File: config.mk
export PLATFORM = sky130hd
export DESIGN_NAME = mux_rr_sel
export DESIGN_NICKNAME = d
export VERILOG_FILES = /design/src/rtl/mux_rr_sel.sv
export SDC_FILE = /design/constraint.sdc
export NUM_CORES = 1
export LEC_CHECK = 0
export CORE_MARGIN = 2
export CORE_UTILIZATION = 34
export DETAILED_ROUTE_END_ITERATION = 8
export GPL_TIMING_DRIVEN = 0
export PLACE_DENSITY = 0.9
export SYNTH_ARGS = -nofsm -noshare
export SYNTH_HDL_FRONTEND = slang
export SYNTH_SLANG_ARGS = --single-unit
File: constraint.sdc
create_clock -name clk -period 4.4 [get_ports clk]
set_input_delay 0.88 -clock clk [delete_from_list [all_inputs] [get_ports clk]]
set_output_delay 0.88 -clock clk [all_outputs]
set_load 0.01 [all_outputs]
File: src/rtl/mux_rr_sel.sv
// N-to-1 word selector with a registered valid/ready output stage.
// Channels are picked either by an explicit index or by a round-robin scan.
module mux_rr_sel #(
  parameter int WIDTH  = 32,
  parameter int NUM_IN = 8,
  parameter int SEL_W  = $clog2(NUM_IN)
) (
  input  logic                    clk,
  input  logic                    reset,
  input  logic [NUM_IN*WIDTH-1:0] in_data,
  input  logic [NUM_IN-1:0]       in_valid,
  output logic [NUM_IN-1:0]       in_ready,
  input  logic                    mode,
  input  logic [SEL_W-1:0]        sel,
  output logic [WIDTH-1:0]        out_data,
  output logic [SEL_W-1:0]        out_sel,
  output logic                    out_valid,
  input  logic                    out_ready
);

  localparam int NPAD = 1 << SEL_W;

  logic [WIDTH-1:0] out_data_reg;
  logic [SEL_W-1:0] out_sel_reg;
  logic             out_valid_reg;
  logic [SEL_W-1:0] rr_ptr_reg;

  // Channels padded to a power of two so that an out-of-range index reads
  // as a never-valid channel instead of needing a range compare.
  logic [WIDTH-1:0] chan_data [NPAD];
  logic [NPAD-1:0]  valid_pad;

  genvar gi;
  generate
    for (gi = 0; gi < NPAD; gi++) begin : g_pad
      if (gi < NUM_IN) begin : g_used
        assign chan_data[gi] = in_data[gi*WIDTH +: WIDTH];
        assign valid_pad[gi] = in_valid[gi];
      end else begin : g_unused
        assign chan_data[gi] = '0;
        assign valid_pad[gi] = 1'b0;
      end
    end
  endgenerate

  // scan_idx[i] is the channel sitting i places after the pointer, mod NUM_IN.
  logic [SEL_W-1:0]  scan_idx [NUM_IN];
  logic [NUM_IN-1:0] scan_hit;

  generate
    for (gi = 0; gi < NUM_IN; gi++) begin : g_scan
      logic [SEL_W:0] sum;
      assign sum = {1'b0, rr_ptr_reg} + (SEL_W+1)'(gi);
      assign scan_idx[gi] = (sum >= (SEL_W+1)'(NUM_IN)) ?
                            SEL_W'(sum - (SEL_W+1)'(NUM_IN)) : sum[SEL_W-1:0];
      assign scan_hit[gi] = valid_pad[scan_idx[gi]];
    end
  endgenerate

  logic             rr_any;
  logic [SEL_W-1:0] rr_idx;

  always_comb begin
    rr_any = 1'b0;
    rr_idx = '0;
    // Descending so the smallest offset from the pointer wins.
    for (int i = NUM_IN - 1; i >= 0; i--) begin
      if (scan_hit[i]) begin
        rr_any = 1'b1;
        rr_idx = scan_idx[i];
      end
    end
  end

  logic             grant_any;
  logic [SEL_W-1:0] grant_idx;
  logic             load_en;
  logic             xfer;
  logic [SEL_W-1:0] rr_ptr_next;

  assign grant_any   = mode ? rr_any : valid_pad[sel];
  assign grant_idx   = mode ? rr_idx : sel;
  assign load_en     = ~out_valid_reg | out_ready;
  assign xfer        = grant_any & load_en & ~reset;
  assign rr_ptr_next = (grant_idx == SEL_W'(NUM_IN - 1)) ? '0 : grant_idx + 1'b1;

  generate
    for (gi = 0; gi < NUM_IN; gi++) begin : g_ready
      assign in_ready[gi] = xfer && (grant_idx == SEL_W'(gi));
    end
  endgenerate

  always_ff @(posedge clk) begin
    if (reset) begin
      out_data_reg  <= '0;
      out_sel_reg   <= '0;
      out_valid_reg <= 1'b0;
      rr_ptr_reg    <= '0;
    end else if (xfer) begin
      out_data_reg  <= chan_data[grant_idx];
      out_sel_reg   <= grant_idx;
      out_valid_reg <= 1'b1;
      if (mode) rr_ptr_reg <= rr_ptr_next;
    end else if (out_ready) begin
      out_valid_reg <= 1'b0;
    end
  end

  assign out_data  = out_data_reg;
  assign out_sel   = out_sel_reg;
  assign out_valid = out_valid_reg;

endmodule

After elaboration in Yosys (flattened, before gate mapping)
Index checks and enable logic that the tools add are counted.
Storage, ports and cells
  flip-flop bits (word level): 39
  bits of input ports: 271
  output and inout port bits: 44
  logic and storage cells: 112
Cells by class
  add/sub/neg operators: 16
  $lt $le $gt $ge: 18
  equality and inequality tests: 7
  muxes and demuxes: 50
  bitwise operators: 6
  reduce and logical (&&, ||, !) cells: 11
Operator list (count)
  32-bit binary-select mux with 3-bit select: 1
  32-bit 2-to-1 mux: 2
  3-bit 2-to-1 mux: 18
  3-bit by 4-bit < comparator with 1-bit output, second input constant: 9
  4-bit greater-or-equal comparator, second input constant: 8
  1-bit binary-select mux with 3-bit select: 9
  3-bit by 1-bit subtractor with 3-bit output, second input constant: 8
  1-bit 2-to-1 mux: 20
  3-bit by 3-bit adder with 4-bit output, second input constant: 4
  3-bit == test, second input constant: 4
  3-bit by 2-bit adder with 4-bit output, second input constant: 2
  1-bit logical AND: 8
  3-bit by 2-bit == test with 1-bit output, second input constant: 2
  3-bit by 1-bit adder with 4-bit output, second input constant: 1
  3-bit by 4-bit greater-or-equal comparator with 1-bit output, second input constant: 1
  3-bit NOT with 4-bit output: 1
  3-bit by 1-bit adder with 3-bit output, second input constant: 1
  3-bit by 1-bit == test with 1-bit output, second input constant: 1
  3-bit logical NOT: 1
  1-bit AND: 2
  1-bit NOT: 2
  2-bit AND reduction: 1
  2-bit nonzero test: 1
  1-bit bitwise OR: 1

Depth between registers and ports, before layout
Gate-level depths: netlist (run 1).
  depth after elaboration: 18
  gate-level depth with buffers: 21
  mapped depth without buffers: 15

Worst setup path after synthesis (run 1)
OpenSTA, ideal clock, no wires.
  kind: register -> output
  start: register rr_ptr_reg[1]
  end: output port in_ready[3]
  arrival time: 3.525 ns
  setup slack: -0.005 ns
  cell stages (with the launch flop): 19
  path buffers: 6
  cells stage by stage: dfxtp_1 -> buf_6 -> buf_2 -> inv_1 -> ha_1 -> clkbuf_1 -> mux4_2 -> mux2i_2 -> nand2_1 -> a31oi_1 -> o21a_1 -> o22ai_2 -> buf_6 -> buf_4 -> buf_2 -> inv_2 -> ha_1 -> inv_1 -> nor2_1
On the way
  word-level cells in the longest chain between the ends: 17
RTL lines
  start, declared: line 26  | logic [SEL_W-1:0] rr_ptr_reg;
  start signal, assigned: line 103  | if (mode) rr_ptr_reg <= rr_ptr_next;
  3-bit by 3-bit adder with 4-bit output: line 53  | assign sum = {1'b0, rr_ptr_reg} + (SEL_W+1)'(gi);
  4-bit greater-or-equal comparator or 3-bit by 1-bit subtractor with 3-bit output (tied branches): line 54, 55
  3-bit 2-to-1 mux: line 54  | assign scan_idx[gi] = (sum >= (SEL_W+1)'(NUM_IN)) ?
  1-bit binary-select mux with 3-bit select: line 56  | assign scan_hit[gi] = valid_pad[scan_idx[gi]];
  1-bit 2-to-1 mux (implied by the code): line 56
  1-bit 2-to-1 mux (8 in series): line 68  | if (scan_hit[i]) begin
  1-bit 2-to-1 mux: line 81  | assign grant_any = mode ? rr_any : valid_pad[sel];
  1-bit AND (2 in series): line 84  | assign xfer = grant_any & load_en & ~reset;
  1-bit logical AND (*): line 89  | assign in_ready[gi] = xfer && (grant_idx == SEL_W'(gi));
  end, declared: line 12  | output logic [NUM_IN-1:0] in_ready,
Mark *: on every way between the ends. The rest lies on a longest branch, timed or not. The select of a mux whose other input is x is not followed.

Worst setup path after layout (run 1)
  start: input port in_valid[6]
  end: output port in_ready[3]
On the way
  word-level cells in the longest chain between the ends: 14
RTL lines
  start, declared: line 11  | input logic [NUM_IN-1:0] in_valid,
  1-bit binary-select mux with 3-bit select: line 56
  1-bit 2-to-1 mux (implied by the code): line 56
  1-bit 2-to-1 mux (8 in series): line 68
  1-bit 2-to-1 mux: line 81
  1-bit AND (2 in series): line 84
  1-bit logical AND (*): line 89
Marked as above.

==> out/summary.txt, run 1 <==
outcome: complete, no violations
CTS Buf Count: 5
HPWL after detailed placement: 18.0 mm
largest net degree at the start of global routing: 20
routability cong.: 0.911
R2R cell count: 16
Final nets: 1179
Sink Count: 39
clk slew on worst S/H paths: 0.06 ns
Starting Density: 34.6%
Max VDD drop: 0.000132 V
worst hold path stage count: 2
final WL: 22.7 mm
synthesis-to-finish area growth: 84.3%
Pleak: 3.42 nW
Synth Instances: 550
Avg Synthesized Cell Area: 8.67 um^2
number of library cell types mapped by synthesis: 55
core area: 13800 um^2
IO Pins: 315
max-slew violations: 0
GRT Util Overall: 28.7%
global-route wire length before repair: 33.0 mm
Tcrit/Tclk final: 98.5%
Syn Nets: 824
main flop type after synthesis: dfxtp_1
final hold violation count: 0
cell count after placement: 1043
number of synthesized register bits: 39
Non-Filler Instances: 1086
Crit Path Class: in2out
Worst Path Max Fanout: 10
Finished Cell Area: 8790 um^2
CP endpoint kind: output port
clk_lat worst skew: 0.28 ns
antenna cell count: 0
Fillers: 1180
Slew @ Worst Pin: 0.558 ns
max FFs per register: 32
Die H: 122 um
num rows: 43
Via density: 5.59
ratio of cells with drive above 1 in the final layout: 23.2%
Max clock buf depth: 2
gr ovfl total: 0
Slew HR: 62.8%
Synth Cell Area: 4770 um^2
sequential area share after synthesis: 16.4%
Post-synth EDFFs: 0
Critical Path Source Type: input port
ranking of synthesized cells by area: dfxtp_1, mux2_2, mux2i_1
Achievable Freq: 231 MHz
YS warnings: 0
initial DRC count: 382
Synth area leader: dfxtp_1
Routed WL per cell: 20.9 um
Placed Area: 8130 um^2
H-tree depth: 2
DRC: 0
Max-Cap Viols: 0
async set-or-reset flop fraction in the synthesized netlist: 0%
Tmin final: 4.33 ns
die width: 122 um
PD cells: 285 nW/um^2
port buffer count: 313
via count: 6076
share of the synthesized area in the top cell type: 16.4%
Tightest Hold Check Type: reg2reg
Setup violations, final: 0
Worst EP required: 3.52 ns
post-route ant nets: 0
Final Skew: 0.00533 ns
first drt pass iteration count: 6
CTS tree: done
initial antenna violation count: 0
Die ar.: 15000 um^2
hold_buf cts: 0
arrival time at the worst endpoint: 3.45 ns
Root Driver: clkbuf_16
vias in the first global route: 6152
==> critical path, stage by stage <==
cell and delay [ns]:
buf_2 0.16, mux4_2 0.49, mux2_4 0.31, a211oi_4 0.25, nor2_4 0.07, o41ai_4 0.42, o22ai_4 0.17, buf_12 0.16
inv_4 0.09, ha_4 0.14, inv_2 0.04, nor2_1 0.13, buf_2 0.15
==> placed cells by master (no fill, tap or decap), types with 5 or more instances in the layout <==
cell type / count
mux2i_1: 69
nor2_1: 36
clkdlybuf4s50_1: 297
clkbuf_16: 5
buf_4: 38
a21oi_1: 19
o21ai_0: 9
nand2_1: 67
inv_1: 7
buf_2: 21
a31oi_1: 10
clkbuf_1: 15
buf_6: 17
a311oi_1: 21
o211ai_1: 56
dfxtp_1: 37
nand2b_1: 7
mux2_2: 63
mux4_2: 16
==> through the flow <==
step	setup slack, ns	hold WS (ns)	power, mW	setup TNS (ns)	utilization [%]
2_1_floorplan	0.0993	0.504	1.26	0	-
3_3_place_gp	-1.36	0.472	1.83	-11.03	59.0
3_5_place_dp	-1.37	0.478	1.85	-11.16	59.0
4_1_cts	0.00433	0.490	2.44	0	63.1
5_1_grt	-0.0464	0.521	2.64	-0.0464	63.9
6_report	0.0676	0.486	2.50	0	63.9
==> synth_stat cells, types with 2 or more instances <==
cell / instances
inv_1: 10
buf_6: 12
nor4_1: 5
mux4_2: 16
nor2_1: 38
clkbuf_1: 17
mux2i_1: 70
nand2_1: 69
and2_1: 2
buf_2: 15
a211oi_2: 2
mux2_2: 63
a21oi_1: 20
nor3_1: 5
a221oi_1: 2
buf_1: 3
and3_1: 2
o211ai_1: 56
ha_1: 3
nor2b_1: 4
dfxtp_1: 39
buf_4: 6
nand4_1: 2
o21ai_0: 9
o21a_1: 4
o22a_1: 3
a311oi_1: 21
nand3_1: 3
mux2i_2: 2
a31oi_1: 12
a211oi_1: 4
nand2b_1: 7
inv_2: 2
==> metal layers <==
layer / vias up / global-route usage [%] / wire length, um
li1: 2812 / - / -
met1: 2907 / 33.6 / 8720
met2: 313 / 51.1 / 11600
met3: 44 / 7.67 / 1800
met4: 0 / 8.33 / 550
met5: - / 0 / 0
==> cell type report <==
class | count | area [um^2] | area share [%]
plain buffers | 45 | 335 | 3.81
well taps | 180 | 225 | 2.56
repair buffers | 356 | 3420 | 38.9
multi-input cells | 446 | 3800 | 43.2
clock buffers | 5 | 125 | 1.42
inverters | 12 | 60.1 | 0.683
clock inverters | 3 | 46.3 | 0.526
flip-flops and latches | 39 | 786 | 8.93
==> power by group <==
group	internal [mW]	switching [mW]	total [mW]
Sequential	0.399	0.0273	0.426
Combinational	0.869	0.776	1.65
Clock	0.270	0.162	0.432
Total	1.54	0.965	2.50
==> what timing repair did <==
action,CTS,global route
setup endpoints to repair,11,9
setup buffers,32,11
gates resized for setup,111,31
pin swaps,6,7
==> worst paths after layout <==
check        slack, ns      endpoint     startpoint
max               0.07   in_ready[3]    in_valid[6]
min               0.49   out_data[4]    out_data[4]
max reg2reg       0.42  out_data[30]  rr_ptr_reg[1]
min reg2reg       0.49   out_data[4]    out_data[4]
==> logic make-up (layout without fill, tap and decap cells) <==
kind of cell	after synthesis	count (layout)	synth area share [%]
buffers and inverters	65	421	7.87
and+or+nand+nor	140	140	12.6
xor gates and xnor gates	3	3	0.866
adders and majority gates	3	3	0.787
AOI/OAI and AO/OA	146	146	22.5
DFF	39	39	16.4
muxes	154	154	39.0
Note: power is estimated with default switching activity, not from simulation.
==> run 2, diff against run 1 <==
--- a/config.mk
+++ b/config.mk
@@ -5,7 +5,7 @@
 export SDC_FILE = /design/constraint.sdc
 export NUM_CORES = 1
 export LEC_CHECK = 0
-export CORE_MARGIN = 2
+export CORE_MARGIN = 10
 export CORE_UTILIZATION = 34
 export DETAILED_ROUTE_END_ITERATION = 8
 export GPL_TIMING_DRIVEN = 0
==> out/summary.txt, run 2 (synthesis results as in run 1) <==
outcome: complete, no violations
Via density: 5.59 (-0.11%)
Final nets: 1180 (+0.085%)
Max-Cap Viols: 0 (unchanged)
gr ovfl total: 0 (unchanged)
Int Power: 1.55 mW (+0.79%)
DRC: 0 (unchanged)
initial antenna violation count: 0 (unchanged)
first drt pass iteration count: 5 (-1)
Root Driver: clkbuf_16
Pleak: 3.44 nW (+0.69%)
max FFs per register: 32 (unchanged)
Combinational Power Share: 66.3% (+0.6 points)
Setup violations, final: 0 (unchanged)
Crit Path Class: in2out
Tightest Hold Check Type: reg2reg
GRT Util Overall: 24.5% (-4.2 points)
H-tree depth: 2 (unchanged)
Switching Share: 38.8% (+0.27 points)
Finished Cell Area: 8830 um^2 (+0.41%)
antenna cell count: 0 (unchanged)
register share of total power: 16.7% (-0.3 points)
Sink Count: 39 (unchanged)
Tcrit/Tclk final: 98.9% (+0.42 points)
Placed Area: 8130 um^2 (unchanged)
Tmin final: 4.35 ns (+0.0185 ns)
final WL: 25.7 mm (+13%)
hold_sp: out_data[28]
via count: 6075 (-0.016%)
Clock Power Share: 17.0% (-0.2 points)
Slew @ Worst Pin: 0.637 ns (+0.0790 ns)
Die ar.: 19200 um^2 (+28%)
port buffer count: 313 (unchanged)
Non-Filler Instances: 1087 (+0.092%)
hold slack: 0.493 ns (+0.00678 ns)
Max VDD drop: 0.000164 V (+24%)
core area: 13800 um^2 (+0.39%)
max-slew violations: 0 (unchanged)
CP endpoint kind: output port
HPWL after detailed placement: 20.1 mm (+12%)
PD cells: 287 nW/um^2 (+0.83%)
num rows: 43 (unchanged)
largest net degree at the start of global routing: 19 (-5.0%)
die width: 138 um (+13%)
clk slew on worst S/H paths: 0.06 ns (about the same)
vias in the first global route: 6245 (+1.5%)
slack of the critical path: 0.0491 ns (-0.0185 ns)
arrival time at the worst endpoint: 3.47 ns (+0.02 ns)
Fillers: 1120 (-5.1%)
CTS tree: done
CP Launch Point: in_valid[5]
Achievable Freq: 230 MHz (-0.43%)
PnR Total Power: 2.53 mW (+1.2%)
Worst Path Max Fanout: 10 (unchanged)
Routed WL per cell: 23.6 um (+13%)
Final Core Density: 63.9% (about the same)
post-route ant nets: 0 (unchanged)
Critical Path Source Type: input port
IO Pins: 315 (unchanged)
final hold violation count: 0 (unchanged)
cell count after placement: 1043 (unchanged)
Worst EP required: 3.52 ns (about the same)
Max clock buf depth: 2 (unchanged)
hold_buf cts: 0 (unchanged)
R2R cell count: 19 (+3)
commonest non-fill, non-tap cell in the layout: clkdlybuf4s50_1
worst hold path stage count: 2 (unchanged)
initial DRC count: 603 (+58%)
Starting Density: 34.5% (-0.13 points)
worst setup slack after placement: -1.39 ns (-0.0174 ns)
Die H: 138 um (+13%)
ratio of cells with drive above 1 in the final layout: 23.4% (+0.19 points)
Net Sw Power: 984 uW (+2.0%)
Worst R2R Start: rr_ptr_reg[1]
routability cong.: 0.944 (+3.6%)
CTS Buf Count: 5 (unchanged)
clk_lat worst skew: 0.28 ns (about the same)
Slew HR: 57.6% (-5.3 points)
commonest non-fill, non-tap cells in the layout: clkdlybuf4s50_1, mux2i_1, nand2_1
global-route wire length before repair: 37.6 mm (+14%)
final setup TNS: 0 ns (unchanged)
Final Skew: 0.00345 ns (-0.00188 ns)
synthesis-to-finish area growth: 85.1%
## run 2: area by class of cell
type	count	area (um^2)	share of cell area [%]
multi-input combinational	446	3770	42.7
inverter	12	72.6	0.822
buffer	47	365	4.14
timing repair buffer	355	3450	39.0
clock buffer	5	125	1.42
tap	180	225	2.55
clock inverter	3	43.8	0.496
sequential	39	783	8.87
## run 2: worst paths after layout
kind                   to  slack [ns]
max           in_ready[6]        0.05
min reg2reg  out_data[28]        0.49
max reg2reg   out_data[6]        0.32
min          out_data[28]        0.49
## run 2: layer usage
| metal | vias up | share of wire, % | track usage [%] |
|---|---|---|---|
| met5 | - | 0 | 0 |
| met2 | 359 | 50 | 42.9 |
| li1 | 2815 | - | - |
| met1 | 2859 | 39 | 29.2 |
| met3 | 42 | 8.3 | 5.92 |
| met4 | 0 | 2.2 | 6.10 |
## run 2: timing repair
| item | in CTS | in global routing |
|---|---|---|
| setup endpoints to repair | 11 | 8 |
| resized for setup | 95 | 54 |
| gates cloned | 0 | 1 |
| pin swaps | 8 | 12 |
| buffers inserted | 30 | 12 |
## run 2: power by group through the flow
stage / sequential, mW / combinational [mW] / clock, mW
floorplan: 0.447 / 0.817 / 0
CTS: 0.421 / 1.56 / 0.439
detailed placement: 0.428 / 1.43 / 0
finish: 0.423 / 1.68 / 0.432
global placement: 0.426 / 1.41 / 0
global route: 0.427 / 1.78 / 0.449
## run 2: critical path, stage by stage
cell and delay, ns:
clkbuf_4 0.15, mux4_2 0.46, mux2_4 0.32, a211oi_4 0.23, nor2_2 0.08, o41ai_2 0.42
o22ai_2 0.16, buf_12 0.17, buf_4 0.15, buf_6 0.14, and3_1 0.16, buf_2 0.14
